==> src/rtl/mac_pkg.sv <==
// ---------------------------------------------------------------------------
// mac_pkg
// Shared definitions for the matrix-multiply engine: the controller state
// encoding, a constant-foldable ceil(log2) helper and the accumulator width
// rule used to size the C elements.
// ---------------------------------------------------------------------------
package mac_pkg;

    typedef enum logic [1:0] {
        ST_RUN   = 2'd0,   // issuing (i,j,k) triples
        ST_DRAIN = 2'd1,   // issue finished, pipeline emptying
        ST_DONE  = 2'd2    // all of C written; terminal until reset
    } state_e;

    // ceil(log2(n)); returns 0 for n <= 1.
    function automatic int clog2(input int n);
        int r;
        r = 0;
        for (int v = n - 1; v > 0; v = v >> 1) begin
            r++;
        end
        return r;
    endfunction

    // A C element is a sum of size products of two data_w-bit values.
    function automatic int acc_width(input int data_w, input int size);
        return 2 * data_w + clog2(size);
    endfunction

endpackage

==> src/rtl/mac_pe.sv <==
// ---------------------------------------------------------------------------
// mac_pe
// Multiply-accumulate datapath: S2 registers the product of the S1 operands,
// S3 accumulates it. A product tagged first-k is loaded rather than added, so
// no partial sum leaks from one C element into the next.
// Ports:
//   clk, reset             clock, asynchronous active-high reset
//   in_valid/first/last    S1 operand valid and first-k / last-k tags
//   in_row, in_col         C element the operands belong to
//   in_a, in_b             operands A[i][k], B[k][j]
//   out_valid              S3 holds a completed C element (last-k term added)
//   out_row, out_col       index of that element
//   out_acc                its value
// ---------------------------------------------------------------------------
module mac_pe #(
    parameter int DATA_W = 8,
    parameter int ACC_W  = 18,
    parameter int IDX_W  = 2
) (
    input  logic              clk,
    input  logic              reset,
    input  logic              in_valid,
    input  logic              in_first,
    input  logic              in_last,
    input  logic [IDX_W-1:0]  in_row,
    input  logic [IDX_W-1:0]  in_col,
    input  logic [DATA_W-1:0] in_a,
    input  logic [DATA_W-1:0] in_b,
    output logic              out_valid,
    output logic [IDX_W-1:0]  out_row,
    output logic [IDX_W-1:0]  out_col,
    output logic [ACC_W-1:0]  out_acc
);

    localparam int PROD_W = 2 * DATA_W;

    // S2: product stage
    logic              p_valid_q, p_valid_d;
    logic              p_first_q, p_first_d;
    logic              p_last_q,  p_last_d;
    logic [IDX_W-1:0]  p_row_q,   p_row_d;
    logic [IDX_W-1:0]  p_col_q,   p_col_d;
    logic [PROD_W-1:0] prod_q,    prod_d;

    // S3: accumulate stage
    logic              acc_valid_q, acc_valid_d;
    logic              acc_last_q,  acc_last_d;
    logic [IDX_W-1:0]  acc_row_q,   acc_row_d;
    logic [IDX_W-1:0]  acc_col_q,   acc_col_d;
    logic [ACC_W-1:0]  acc_q,       acc_d;

    always_comb begin
        // NOTE: every signal written here gets a default first, so no path leaves it unassigned and no latch is inferred.
        p_valid_d   = in_valid;
        p_first_d   = in_first;
        p_last_d    = in_last;
        p_row_d     = in_row;
        p_col_d     = in_col;
        prod_d      = {{DATA_W{1'b0}}, in_a} * {{DATA_W{1'b0}}, in_b};

        acc_valid_d = p_valid_q;
        acc_last_d  = p_last_q;
        acc_row_d   = p_row_q;
        acc_col_d   = p_col_q;
        acc_d       = acc_q;
        if (p_valid_q) begin
            acc_d = p_first_q ? ACC_W'(prod_q) : acc_q + ACC_W'(prod_q);
        end
    end

    // NOTE: flops use non-blocking '<=' so every register samples pre-edge values regardless of statement order.
    always_ff @(posedge clk or posedge reset) begin
        if (reset) begin
            p_valid_q   <= 1'b0;
            p_first_q   <= 1'b0;
            p_last_q    <= 1'b0;
            p_row_q     <= '0;
            p_col_q     <= '0;
            prod_q      <= '0;
            acc_valid_q <= 1'b0;
            acc_last_q  <= 1'b0;
            acc_row_q   <= '0;
            acc_col_q   <= '0;
            acc_q       <= '0;
        end else begin
            p_valid_q   <= p_valid_d;
            p_first_q   <= p_first_d;
            p_last_q    <= p_last_d;
            p_row_q     <= p_row_d;
            p_col_q     <= p_col_d;
            prod_q      <= prod_d;
            acc_valid_q <= acc_valid_d;
            acc_last_q  <= acc_last_d;
            acc_row_q   <= acc_row_d;
            acc_col_q   <= acc_col_d;
            acc_q       <= acc_d;
        end
    end

    assign out_valid = acc_valid_q & acc_last_q;
    assign out_row   = acc_row_q;
    assign out_col   = acc_col_q;
    assign out_acc   = acc_q;

endmodule

==> src/rtl/mac_matmul.sv <==
// ---------------------------------------------------------------------------
// mac_matmul
// Self-starting SIZE x SIZE matrix multiply C = A x B over fixed matrices
// A[i][j] = i*SIZE+j+1 and B[i][j] = (i <= j). One (i,j,k) triple is issued
// per cycle (k innermost), fed through S1 operand registers into mac_pe, and
// each finished element is written into C one cycle after S3 completes it.
// Ports:
//   clk, reset         clock, asynchronous active-high reset (full abort)
//   done               high once all of C is written, until reset
//   res_valid          one-cycle pulse per C element written
//   res_row, res_col   index of the element written
//   res_data           value of the element written
// ---------------------------------------------------------------------------
module mac_matmul
    import mac_pkg::*;
#(
    parameter  int SIZE   = 4,
    parameter  int DATA_W = 8,
    localparam int ACC_W  = acc_width(DATA_W, SIZE),
    localparam int IDX_W  = clog2(SIZE)
) (
    input  logic             clk,
    input  logic             reset,
    output logic             done,
    output logic             res_valid,
    output logic [IDX_W-1:0] res_row,
    output logic [IDX_W-1:0] res_col,
    output logic [ACC_W-1:0] res_data
);

    localparam logic [IDX_W-1:0] IDX_MAX = IDX_W'(SIZE - 1);

    state_e state_q, state_d;

    logic [IDX_W-1:0] i_q, i_d;
    logic [IDX_W-1:0] j_q, j_d;
    logic [IDX_W-1:0] k_q, k_d;

    logic [DATA_W-1:0] a_q [SIZE][SIZE];
    logic [DATA_W-1:0] a_d [SIZE][SIZE];
    logic [DATA_W-1:0] b_q [SIZE][SIZE];
    logic [DATA_W-1:0] b_d [SIZE][SIZE];
    logic [ACC_W-1:0]  c_q [SIZE][SIZE];
    logic [ACC_W-1:0]  c_d [SIZE][SIZE];

    // S1 operand registers
    logic              s1_valid_q, s1_valid_d;
    logic              s1_first_q, s1_first_d;
    logic              s1_last_q,  s1_last_d;
    logic [IDX_W-1:0]  s1_row_q,   s1_row_d;
    logic [IDX_W-1:0]  s1_col_q,   s1_col_d;
    logic [DATA_W-1:0] s1_a_q,     s1_a_d;
    logic [DATA_W-1:0] s1_b_q,     s1_b_d;

    // Write stage
    logic              res_valid_q, res_valid_d;
    logic [IDX_W-1:0]  res_row_q,   res_row_d;
    logic [IDX_W-1:0]  res_col_q,   res_col_d;
    logic [ACC_W-1:0]  res_data_q,  res_data_d;

    logic              pe_valid;
    logic [IDX_W-1:0]  pe_row;
    logic [IDX_W-1:0]  pe_col;
    logic [ACC_W-1:0]  pe_acc;

    mac_pe #(
        .DATA_W (DATA_W),
        .ACC_W  (ACC_W),
        .IDX_W  (IDX_W)
    ) u_pe (
        .clk       (clk),
        .reset     (reset),
        .in_valid  (s1_valid_q),
        .in_first  (s1_first_q),
        .in_last   (s1_last_q),
        .in_row    (s1_row_q),
        .in_col    (s1_col_q),
        .in_a      (s1_a_q),
        .in_b      (s1_b_q),
        .out_valid (pe_valid),
        .out_row   (pe_row),
        .out_col   (pe_col),
        .out_acc   (pe_acc)
    );

    always_comb begin
        state_d     = state_q;
        i_d         = i_q;
        j_d         = j_q;
        k_d         = k_q;
        a_d         = a_q;
        b_d         = b_q;
        c_d         = c_q;

        s1_valid_d  = 1'b0;
        s1_first_d  = (k_q == '0);
        s1_last_d   = (k_q == IDX_MAX);
        s1_row_d    = i_q;
        s1_col_d    = j_q;
        s1_a_d      = a_q[i_q][k_q];
        s1_b_d      = b_q[k_q][j_q];

        res_valid_d = 1'b0;
        res_row_d   = res_row_q;
        res_col_d   = res_col_q;
        res_data_d  = res_data_q;

        case (state_q)
            ST_RUN: begin
                s1_valid_d = 1'b1;
                if (k_q != IDX_MAX) begin
                    k_d = k_q + IDX_W'(1);
                end else begin
                    k_d = '0;
                    if (j_q != IDX_MAX) begin
                        j_d = j_q + IDX_W'(1);
                    end else begin
                        j_d = '0;
                        if (i_q != IDX_MAX) begin
                            i_d = i_q + IDX_W'(1);
                        end else begin
                            i_d     = '0;
                            state_d = ST_DRAIN;
                        end
                    end
                end
            end
            ST_DRAIN: begin
                // The final element is the last write; leave once it is out.
                if (res_valid_q && res_row_q == IDX_MAX && res_col_q == IDX_MAX) begin
                    state_d = ST_DONE;
                end
            end
            ST_DONE: begin
                state_d = ST_DONE;
            end
            default: begin
                state_d = ST_RUN;
            end
        endcase

        if (pe_valid && state_q != ST_DONE) begin
            res_valid_d        = 1'b1;
            res_row_d          = pe_row;
            res_col_d          = pe_col;
            res_data_d         = pe_acc;
            c_d[pe_row][pe_col] = pe_acc;
        end
    end

    always_ff @(posedge clk or posedge reset) begin
        if (reset) begin
            state_q     <= ST_RUN;
            i_q         <= '0;
            j_q         <= '0;
            k_q         <= '0;
            // NOTE: storage arrays are normally left unreset; here A/B get their fixed contents and C is cleared because reset defines them.
            for (int r = 0; r < SIZE; r++) begin
                for (int c = 0; c < SIZE; c++) begin
                    a_q[r][c] <= DATA_W'(r * SIZE + c + 1);
                    b_q[r][c] <= (r <= c) ? DATA_W'(1) : '0;
                    c_q[r][c] <= '0;
                end
            end
            s1_valid_q  <= 1'b0;
            s1_first_q  <= 1'b0;
            s1_last_q   <= 1'b0;
            s1_row_q    <= '0;
            s1_col_q    <= '0;
            s1_a_q      <= '0;
            s1_b_q      <= '0;
            res_valid_q <= 1'b0;
            res_row_q   <= '0;
            res_col_q   <= '0;
            res_data_q  <= '0;
        end else begin
            state_q     <= state_d;
            i_q         <= i_d;
            j_q         <= j_d;
            k_q         <= k_d;
            a_q         <= a_d;
            b_q         <= b_d;
            c_q         <= c_d;
            s1_valid_q  <= s1_valid_d;
            s1_first_q  <= s1_first_d;
            s1_last_q   <= s1_last_d;
            s1_row_q    <= s1_row_d;
            s1_col_q    <= s1_col_d;
            s1_a_q      <= s1_a_d;
            s1_b_q      <= s1_b_d;
            res_valid_q <= res_valid_d;
            res_row_q   <= res_row_d;
            res_col_q   <= res_col_d;
            res_data_q  <= res_data_d;
        end
    end

    assign done      = (state_q == ST_DONE);
    assign res_valid = res_valid_q;
    assign res_row   = res_row_q;
    assign res_col   = res_col_q;
    assign res_data  = res_data_q;

endmodule

==> config.mk <==
export PLATFORM = sky130hd
export DESIGN_NAME = mac_matmul
export DESIGN_NICKNAME = d
export VERILOG_FILES = /design/src/rtl/mac_pkg.sv /design/src/rtl/mac_pe.sv /design/src/rtl/mac_matmul.sv
export SDC_FILE = /design/constraint.sdc
export NUM_CORES = 1
export LEC_CHECK = 0
export BUFFER_PORTS_ARGS = -buffer_cell sky130_fd_sc_hd__buf_2
export CORE_UTILIZATION = 26
export CTS_BUF_LIST = sky130_fd_sc_hd__clkbuf_16
export DETAILED_ROUTE_END_ITERATION = 8
export SETUP_SLACK_MARGIN = 0.15
export SYNTH_ARGS = -nofsm -noshare
export SYNTH_HDL_FRONTEND = slang
export SYNTH_SLANG_ARGS = --single-unit
==> constraint.sdc <==
create_clock -name clk -period 3.1 [get_ports clk]
set_input_delay 0.155 -clock clk [delete_from_list [all_inputs] [get_ports clk]]
set_output_delay 0.155 -clock clk [all_outputs]
set_load 0.01 [all_outputs]
==> results of run 1 <==
==> kinds of logic after synthesis <==
group                    share of synthesized area, %
AO/OA/AOI/OAI                                    11.4
adder cells (fa/ha/maj)                          5.52
buffers and inverters                            2.76
multiplexers                                     2.91
AND/OR/NAND/NOR                                  16.4
XOR/XNOR                                        0.529
flip-flops                                       60.5
==> metal layers <==
layer / global-route usage (%) / up-vias
met1: 13.2 / 1079
met3: 3.74 / 12
met5: 0 / -
met2: 17.3 / 31
li1: - / 1102
met4: 5.19 / 0
==> worst reg2reg max path, stage by stage, from the launching register on <==
cell and delay, ns:
dfrtp_1 0.40, ha_1 0.24, fa_1 0.45, a211oi_2 0.29
o21ba_1 0.36, or4_1 0.17, o211ai_1 0.09
==> power by group <==
part,internal [mW],total [mW],switching (mW)
Sequential,1.04,1.04,0
Combinational,0.00307,0.0231,0.0200
Clock,0.622,1.04,0.418
Total,1.67,2.11,0.438
==> how the worst max path moves through the flow <==
stage                     from                to
2_1_floorplan            reset            i_q[0]
6_report       u_pe.out_acc[0]   u_pe.out_acc[6]
3_5_place_dp   u_pe.out_acc[0]   u_pe.out_acc[6]
4_1_cts        u_pe.out_acc[0]   u_pe.out_acc[6]
3_3_place_gp   u_pe.out_acc[0]   u_pe.out_acc[6]
5_1_grt        u_pe.out_acc[0]  u_pe.out_acc[10]
==> synthesized netlist by cell type (all sizes together) <==
cell,n
a211o,3
a211oi,3
a21o,4
a21oi,12
a22oi,1
and2,6
and3,2
and4,2
buf,3
clkbuf,7
clkinv,1
dfrtp,80
fa,1
ha,13
inv,10
mux2,5
mux2i,4
nand2,70
nand2b,4
nand3,8
nand3b,1
nand4,3
nor2,7
nor3,2
nor4,1
nor4b,1
o211ai,2
o21a,5
o21ai,11
o21ba,1
o21bai,1
o22a,2
o311ai,3
o31ai,5
o41ai,2
or3,2
or4,7
xnor2,2
==> sequential cells by signal, summed over array words and instances, names as in the netlist, 2 cells and up <==
register	flops
u_pe.out_col	2
i_q	2
s1_a_q	5
j_q	2
u_pe.prod_q	5
res_row	2
u_pe.out_row	2
res_data	18
u_pe.out_acc	18
u_pe.acc_col_d	2
state_q	2
s1_row_q	2
u_pe.acc_row_d	2
res_col	2
s1_col_q	2
k_q	2
==> layout make-up <==
type,count,share of cell area (%)
Clock buffer,9,5.72
Clock inverter,7,1.88
Inverter,11,1.08
Multi-Input combinational cell,196,30.9
Sequential cell,80,50.9
Tap cell,168,5.34
Timing Repair Buffer,30,4.20
==> through the flow <==
stage	setup WS, ns	power [mW]
after CTS	0.941	2.14
after floorplan	0.893	1.08
final	0.944	2.11
after global placement	1.05	1.09
after detailed placement	0.983	1.09
after global routing	0.802	2.19
==> flow_summary_export.csv, run 1 <==
group,metric,value,unit
power_and_ir_drop,peakVddDrop,300,uV
sta,slew_headroom,50.8,%
sta,finalHoldViolCount,0,
setup_path,crit_required,3.30,ns
finish,layout_common_cells,"80 x dfrtp_1, 70 x nand2_1, 25 x buf_2, 13 x ha_1, 12 x a21oi_1",
min_path,worstHoldPathCells,0,
finish,multi_input_area,1220,um2
power_and_ir_drop,leakage,1.78,nW
floorplanning,ios,26,
yosys,synth_area_leaders,"dfrtp_1 60%, nand2_1 7.9%, ha_1 4.9%, a21oi_1 1.8%, mux2_2 1.7%",
finish,fin_cells,501,
setup_path,regToRegStartpoint,"u_pe.out_acc[0]",
drt,routed.top_layer,"met4",
global_route,grt.overflow.total,0,
floorplanning,core,12200,um2
finish,fin_nets,344,
drt,via_per_inst,4.44,
yosys,ys_seq_area_share,60.5,%
sta,max_freq,464,MHz
finish,register_area,2000,um2
sta,rsz0062_at_grt,"no",
placement,dp_cells,484,
yosys,syn_area_per_cell,11.1,um2
floorplanning,start_util,27.1,%
setup_path,crit_path_max_incr_delay,0.45,ns
setup_path,worst_path_max_delay_cell,"fa_1",
drt,firstDrtPassIters,4,
sta,whs,0.347,ns
setup_path,endpoint_kind,"flip-flop",
floorplanning,die-area,13200,um2
drt,wl_met1,2980,um
finish,layout_commonest_cell,"dfrtp_1",
setup_path,crit_buf_inv,0,
min_path,hold_class,"reg2reg",
setup_path,reg2reg_slack,0.94,ns
yosys,synth-seq-cells,80,
yosys,yosys_warnings,0,
setup_path,crit_arrival,2.35,ns
cts,cts_hold_buf,1,
drt,vias,2224,
global_route,grt_pass1_wl,10800,um
placement,place_area,3630,um2
cts,worstSkewPairLatency,0.34,ns
drt,totalWireLength,6270,um
min_path,min_from,"s1_valid_q",
cts,post_cts_resized,0,
finish,nFillCells,1243,
global_route,antenna_found_initial,0,
placement,hpwl,4280,um
power_and_ir_drop,power_density,536,nW/um2
floorplanning,fp.dieW,115,um
drt,wl_met3,240,um
drt,wl_met2,2930,um
yosys,synth_top_area_share,60.5,%
setup_path,reg2regPathDepth,6,
cts,clkTransAtPathRegs,0.06,ns
yosys,synth_nets,313,
cts,clockBufferDepth,2,
sta,fin_tns_setup,0,ns
setup_path,timing.rr.end,"u_pe.out_acc[6]",
sta,drv_slew,0,
global_route,first_global_vias,2258,
cts,cts_sinks,80,
cts,post_cts_buffers,0,
finish,synthToLayoutAreaGrowth,18.9,%
outcome,status,"finished clean",
setup_path,crit_family,"compound AO/OA/AOI/OAI gates",
floorplanning,die_h,115,um
placement,portBuffers,25,
floorplanning,row_count,40,
run,maxCapViolations,0,
cts,cts_buffers,9,
sta,setup_viol,0,
yosys,synth_area_leader_cell,"dfrtp_1",
yosys,netlist_area,3310,um2
setup_path,crit_chain,"ha_1 > fa_1 > a211oi_2 > o21ba_1 > or4_1 > o211ai_1",
setup_path,crit_cells,6,
min_path,holdPathEnd,"u_pe.acc_valid_d",
sta,worst_slew_pin_slew,0.735,ns
sta,fin_crit,2.16,ns
finish,fin_area,3940,um2
placement,gp_congestion,0.790,
drt,drc,0,
drt,wl_per_cell,12.5,um
finish,final_core_util,32.2,%
cts,cts_tree,"built",
drt,antenna_left,0,
cts,root_buffer,"clkbuf_16",
global_route,grtUsageTotal,10.9,%
finish,drive_above_1_share,16.5,%
setup_path,critPathKind,"reg2reg",
finish,antenna_cells,0,
global_route,grt_max_degree,38,
cts,h-tree-depth,3,
sta,fin_crit_sh,69.6,%
yosys,synth_cell_type_count,45,
yosys,synth_cells,297,
setup_path,crit_fanout,10,
drt,drtIter0Drc,84,
sta,fin_skew,0.00950,ns
setup_path,crit_path_start_kind,"flip-flop",
Note: power is estimated with default switching activity, not from simulation.
==> run 2: changes to the inputs <==
Clock period 3.1 ns to 2 ns, I/O delays scaled along.
==> flow_summary_export.csv, run 2 (synthesis gave the netlist of run 1 again) <==
group,metric,value,unit
outcome,status,"finished clean",
cts,cts_tree,"built",
finish,multi_input_area,1380,um2
global_route,grt.overflow.total,0,
sta,fin_crit_sh,94.7,%
sta,setup_viol,0,
min_path,hold_class,"reg2reg",
floorplanning,die-area,13200,um2
cts,cts_buffers,9,
finish,register_area,2000,um2
sta,fin_crit,1.89,ns
sta,max_freq,528,MHz
run,maxCapViolations,0,
placement,gp_congestion,0.844,
finish,nFillCells,1273,
finish,fin_area,4240,um2
finish,layout_common_cells,"80 x dfrtp_1, 70 x nand2_1, 25 x buf_2, 15 x buf_4",
drt,drtIter0Drc,100,
finish,layout_commonest_cell,"dfrtp_1",
sta,worst_slew_pin_slew,0.525,ns
cts,h-tree-depth,3,
cts,root_buffer,"clkbuf_16",
cts,clockBufferDepth,2,
setup_path,crit_chain,"ha_4 > fa_2 > a211oi_4 > o21bai_1 > a211o_1 > o211ai_1",
floorplanning,core,12200,um2
global_route,grtUsageTotal,11.0,%
floorplanning,ios,26,
floorplanning,fp.dieW,115,um
drt,totalWireLength,6760,um
finish,synthToLayoutAreaGrowth,28.0,%
setup_path,worst_path_max_delay_cell,"dfrtp_1",
cts,cts_sinks,80,
cts,clkTransAtPathRegs,0.06,ns
floorplanning,start_util,27.1,%
setup_path,crit_arrival,2.15,ns
floorplanning,row_count,40,
power_and_ir_drop,peakVddDrop,512,uV
finish,drive_above_1_share,25.8,%
sta,drv_slew,0,
setup_path,crit_fanout,4,
power_and_ir_drop,power_density,767,nW/um2
placement,place_area,3700,um2
sta,rsz0062_at_grt,"yes",
drt,wl_per_cell,13.1,um
sta,finalHoldViolCount,0,
cts,worstSkewPairLatency,0.34,ns
placement,pre_cts_slack,-0.0149,ns
placement,hpwl,4420,um
placement,portBuffers,25,
drt,via_per_inst,4.47,
drt,drc,0,
global_route,first_global_vias,2227,
power_and_ir_drop,leakage,1.88,nW
drt,vias,2309,
finish,fin_nets,361,
setup_path,crit_path_start_kind,"flip-flop",
global_route,antenna_found_initial,0,
setup_path,crit_path_max_incr_delay,0.42,ns
sta,fin_ws,0.106,ns
sta,slew_headroom,64.9,%
setup_path,critPathKind,"reg2reg",
drt,antenna_left,0,
finish,antenna_cells,0,
setup_path,crit_required,2.26,ns
drt,firstDrtPassIters,5,
sta,fin_skew,0.00582,ns
global_route,grt_pass1_wl,10900,um
global_route,grt_max_degree,45,
setup_path,endpoint_kind,"flip-flop",
floorplanning,die_h,115,um
run 2: changes by cell type in the layout (fill, tap and decap cells not counted), sizes merged:
cell | previous run | this run
buf | 29 | 45
clkinv | 4 | 3
o21ba | 1 | 2
run 2: stage by stage:
stage	power (mW)	utilization, %	std cells	TNS (ns)	hold slack, ns
2_1_floorplan	1.67	-	297	0	0.331
4_1_cts	3.30	33.8	516	0	0.341
3_5_place_dp	1.69	30.3	491	-0.0418	0.174
6_report	3.25	34.7	517	0	0.340
3_3_place_gp	1.69	30.3	491	0	0.170
5_1_grt	3.37	34.7	517	0	0.355
run 2: repair_timing:
action	CTS	global route
endpoints found under the setup margin	13	15
cloned	0	1
gates resized for setup	12	24
hold buffers	1	0
hold endpoints to repair	21	0
setup buffers	9	0
pin swaps	10	21
run 2: where the power goes:
group          internal [mW]  switching [mW]  leakage, nW
clock                  0.954           0.636        0.139
sequential              1.62               0        0.960
combinational        0.00766          0.0319        0.779
total                   2.58           0.668         1.88
run 2: area by class of cell:
type | count | area share [%]
Sequential cell | 80 | 47.3
Multi-Input combinational cell | 197 | 32.5
Timing Repair Buffer | 46 | 7.38
Clock buffer | 9 | 5.32
Tap cell | 168 | 4.96
Clock inverter | 6 | 1.48
Inverter | 11 | 1.06
run 2: layer usage:
metal / up-vias / track usage [%] / wire (um)
met5: - / 0 / 0
met4: 0 / 5.02 / 118
met3: 8 / 3.85 / 286
met2: 48 / 17.4 / 3270
met1: 1128 / 13.5 / 3080
li1: 1125 / - / -
run 2: worst paths after layout:
kind                       slack (ns)               to      startpoint  depth (start not counted)
max                              0.11  u_pe.out_acc[6]  u_pe.prod_q[0]                          6
min                              0.34  u_pe.acc_last_d       s1_last_q                          0
max reg2reg                      0.11  u_pe.out_acc[6]  u_pe.prod_q[0]                          6
min reg2reg                      0.34  u_pe.acc_last_d       s1_last_q                          0
max in group asynchronous        1.07      res_data[4]           reset                          4
min in group asynchronous        0.35     res_data[12]           reset                          3
run 2: critical path, delay by kind of cell (launching register included):
family	cells	cell delay (ns)
compound gates	4	0.82
fa+ha+maj	2	0.57
flops	1	0.42
==> run 3: changes to the inputs <==
Settings changed: ABC_AREA set to 1, GPL_TIMING_DRIVEN set to 0, SLEW_MARGIN set to 10.
==> flow_summary_export.csv, run 3 <==
group,metric,value,unit
finish,layout_commonest_cell,"nand2_1",
setup_path,crit_path_max_incr_delay,0.38,ns
sta,fin_ws,0.312,ns
cts,post_cts_buffers,0,
finish,nFillCells,1325,
sta,fin_crit_sh,84.4,%
finish,fin_nets,414,
sta,worst_slew_pin_slew,0.305,ns
drt,via_per_inst,4.22,
floorplanning,row_count,41,
sta,setup_viol,0,
cts,cts_buffers,9,
yosys,synth-seq-cells,80,
sta,finalHoldViolCount,0,
yosys,ys_seq_area_share,58.9,%
setup_path,regToRegStartpoint,"u_pe.out_acc[0]",
yosys,yosysMostFrequentCell,"nand2_1",
global_route,antenna_found_initial,0,
yosys,netlist_area,3400,um2
placement,portBuffers,25,
drt,drc,0,
yosys,syn_area_per_cell,9.47,um2
setup_path,endpoint_kind,"flip-flop",
power_and_ir_drop,power_density,826,nW/um2
floorplanning,start_util,26.8,%
yosys,synth_nets,375,
power_and_ir_drop,total_power,3.40,mW
yosys,synth_area_leaders,"dfrtp_1 59%, nand2_1 11%, ha_1 4.8%, inv_1 4.2%, nor2_1 3.8%",
cts,h-tree-depth,3,
finish,fin_area,4120,um2
placement,hpwl,4730,um
power_and_ir_drop,leakage,2.02,nW
setup_path,crit_chain,"ha_1 > fa_2 > nand3_1 > nand2_2 > nand2_1 > nand2_2 > nand3_1 > nand2_1 > nand2_1 > nor2_1",
outcome,status,"finished clean",
finish,synthToLayoutAreaGrowth,21.1,%
setup_path,crit_required,2.23,ns
finish,antenna_cells,0,
setup_path,crit_fanout,4,
drt,antenna_left,0,
sta,rsz0062_at_grt,"no",
sta,fin_skew,0.00545,ns
yosys,yosys_warnings,0,
placement,gp_congestion,0.778,
cts,root_buffer,"clkbuf_16",
placement,place_area,3780,um2
floorplanning,fp.dieW,116,um
yosys,synth_top_area_share,58.9,%
placement,pre_cts_slack,0.244,ns
setup_path,worst_path_max_delay_cell,"dfrtp_1",
global_route,grt.overflow.total,0,
cts,cts_sinks,80,
drt,drtIter0Drc,114,
setup_path,crit_path_start_kind,"flip-flop",
floorplanning,ios,26,
sta,slew_headroom,79.6,%
run,maxCapViolations,0,
yosys,yosys-top-cells-count,"98 x nand2_1, 80 x dfrtp_1, 38 x inv_1",
setup_path,crit_start,"u_pe.out_acc[0]",
cts,worstSkewPairLatency,0.34,ns
cts,clockBufferDepth,2,
cts,cts_tree,"built",
sta,whs,0.268,ns
finish,layout_common_cells,"97 x nand2_1, 80 x dfrtp_1, 38 x inv_1, 34 x nor2_1, 28 x buf_2",
yosys,async_flop_share,100,%
drt,wl_per_cell,11.1,um
yosys,synth_cells,359,
drt,vias,2429,
floorplanning,die-area,13500,um2
sta,drv_slew,0,
global_route,grt_pass1_wl,11000,um
yosys,synth_area_leader_cell,"dfrtp_1",
setup_path,crit_buf_inv,0,
min_path,hold_class,"in2async",
sta,fin_tns_setup,0,ns
drt,firstDrtPassIters,4,
floorplanning,core,12700,um2
finish,drive_above_1_share,17.1,%
global_route,grtUsageTotal,10.8,%
setup_path,crit_arrival,1.92,ns
power_and_ir_drop,peakVddDrop,371,uV
drt,totalWireLength,6390,um
global_route,first_global_vias,2385,
setup_path,crit_top_cell,"nand2_1",
placement,dp_cells,558,
setup_path,critPathKind,"reg2reg",
yosys,ys.flop_type,"dfrtp_1",
sta,max_freq,592,MHz
yosys,synth-edff-count,0,
sta,fin_crit,1.69,ns
finish,fin_cells,575,
floorplanning,die_h,116,um
yosys,synth_cell_type_count,30,
setup_path,crit_family,"simple AND/OR/NAND/NOR gates",
global_route,grt_max_degree,39,
finish,final_core_util,32.5,%
cts,clkTransAtPathRegs,0.06,ns
## run 3: cell types whose count changed in the layout (fill, tap and decap cells not counted), sizes merged, moves of 5 or more
cell	before	now
and2	6	0
buf	45	32
inv	10	43
mux2	5	0
nand2	70	104
nand3	8	22
nor2	7	35
o21ai	11	24
or4	7	0
## run 3: tightest hold or removal path, stage by stage
cell           delay, ns
dlygate4sd3_1       0.53
buf_2               0.13
clkinvlp_4          0.22
## run 3: final cells by class
cell class / count / area, um2 / share of cell area (%)
Multi-Input combinational cell: 230 / 1200 / 29.1
Clock inverter: 7 / 93.8 / 2.28
Timing Repair Buffer: 28 / 175 / 4.26
Inverter: 43 / 165 / 4.01
Buffer: 6 / 42.5 / 1.03
Tap cell: 172 / 215 / 5.23
Sequential cell: 80 / 2000 / 48.6
Clock buffer: 9 / 225 / 5.47
## run 3: power breakdown
part / switching (mW) / total (mW) / internal, mW / leakage (nW)
Combinational: 0.0329 / 0.0433 / 0.0103 / 0.904
Clock: 0.644 / 1.74 / 1.09 / 0.158
Sequential: 0 / 1.62 / 1.62 / 0.960
Total: 0.677 / 3.40 / 2.72 / 2.02
## run 3: final timing paths
| path | slack (ns) | depth (start not counted) | end |
|---|---|---|---|
| setup / recovery | 0.31 | 10 | u_pe.out_acc[14] |
| hold / removal | 0.27 | 3 | j_q[0] |
| setup reg to reg | 0.31 | 10 | u_pe.out_acc[14] |
| hold reg to reg | 0.35 | 0 | u_pe.p_first_q |
| max in group asynchronous | 1.02 | 5 | u_pe.out_acc[11] |
| min in group clk | 0.35 | 0 | u_pe.p_first_q |
## run 3: logic make-up after synthesis
group                    after synthesis  synth area share, %
AND/OR/NAND/NOR                      169                 21.9
XOR/XNOR                               4                 1.03
buffers and inverters                 49                 6.00
AO/OA/AOI/OAI                         43                 6.78
flip-flops                            80                 58.9
adder cells (fa/ha/maj)               14                 5.38
## run 3: repair_timing
| item | in CTS | in global routing |
|---|---|---|
| endpoints found under the setup margin | 0 | 6 |
| hold endpoints to repair | 11 | 0 |
| hold buffers | 1 | 0 |
| resized for setup | 0 | 2 |
## run 3: metal layers
layer | track usage [%] | vias up | share of wire, % | wire length [um]
li1 | - | 1219 | - | -
met1 | 12.4 | 1167 | 46 | 2950
met2 | 17.3 | 31 | 46 | 2950
met3 | 5.55 | 12 | 5.6 | 355
met4 | 3.59 | 0 | 2.1 | 133
met5 | 0 | - | 0 | 0
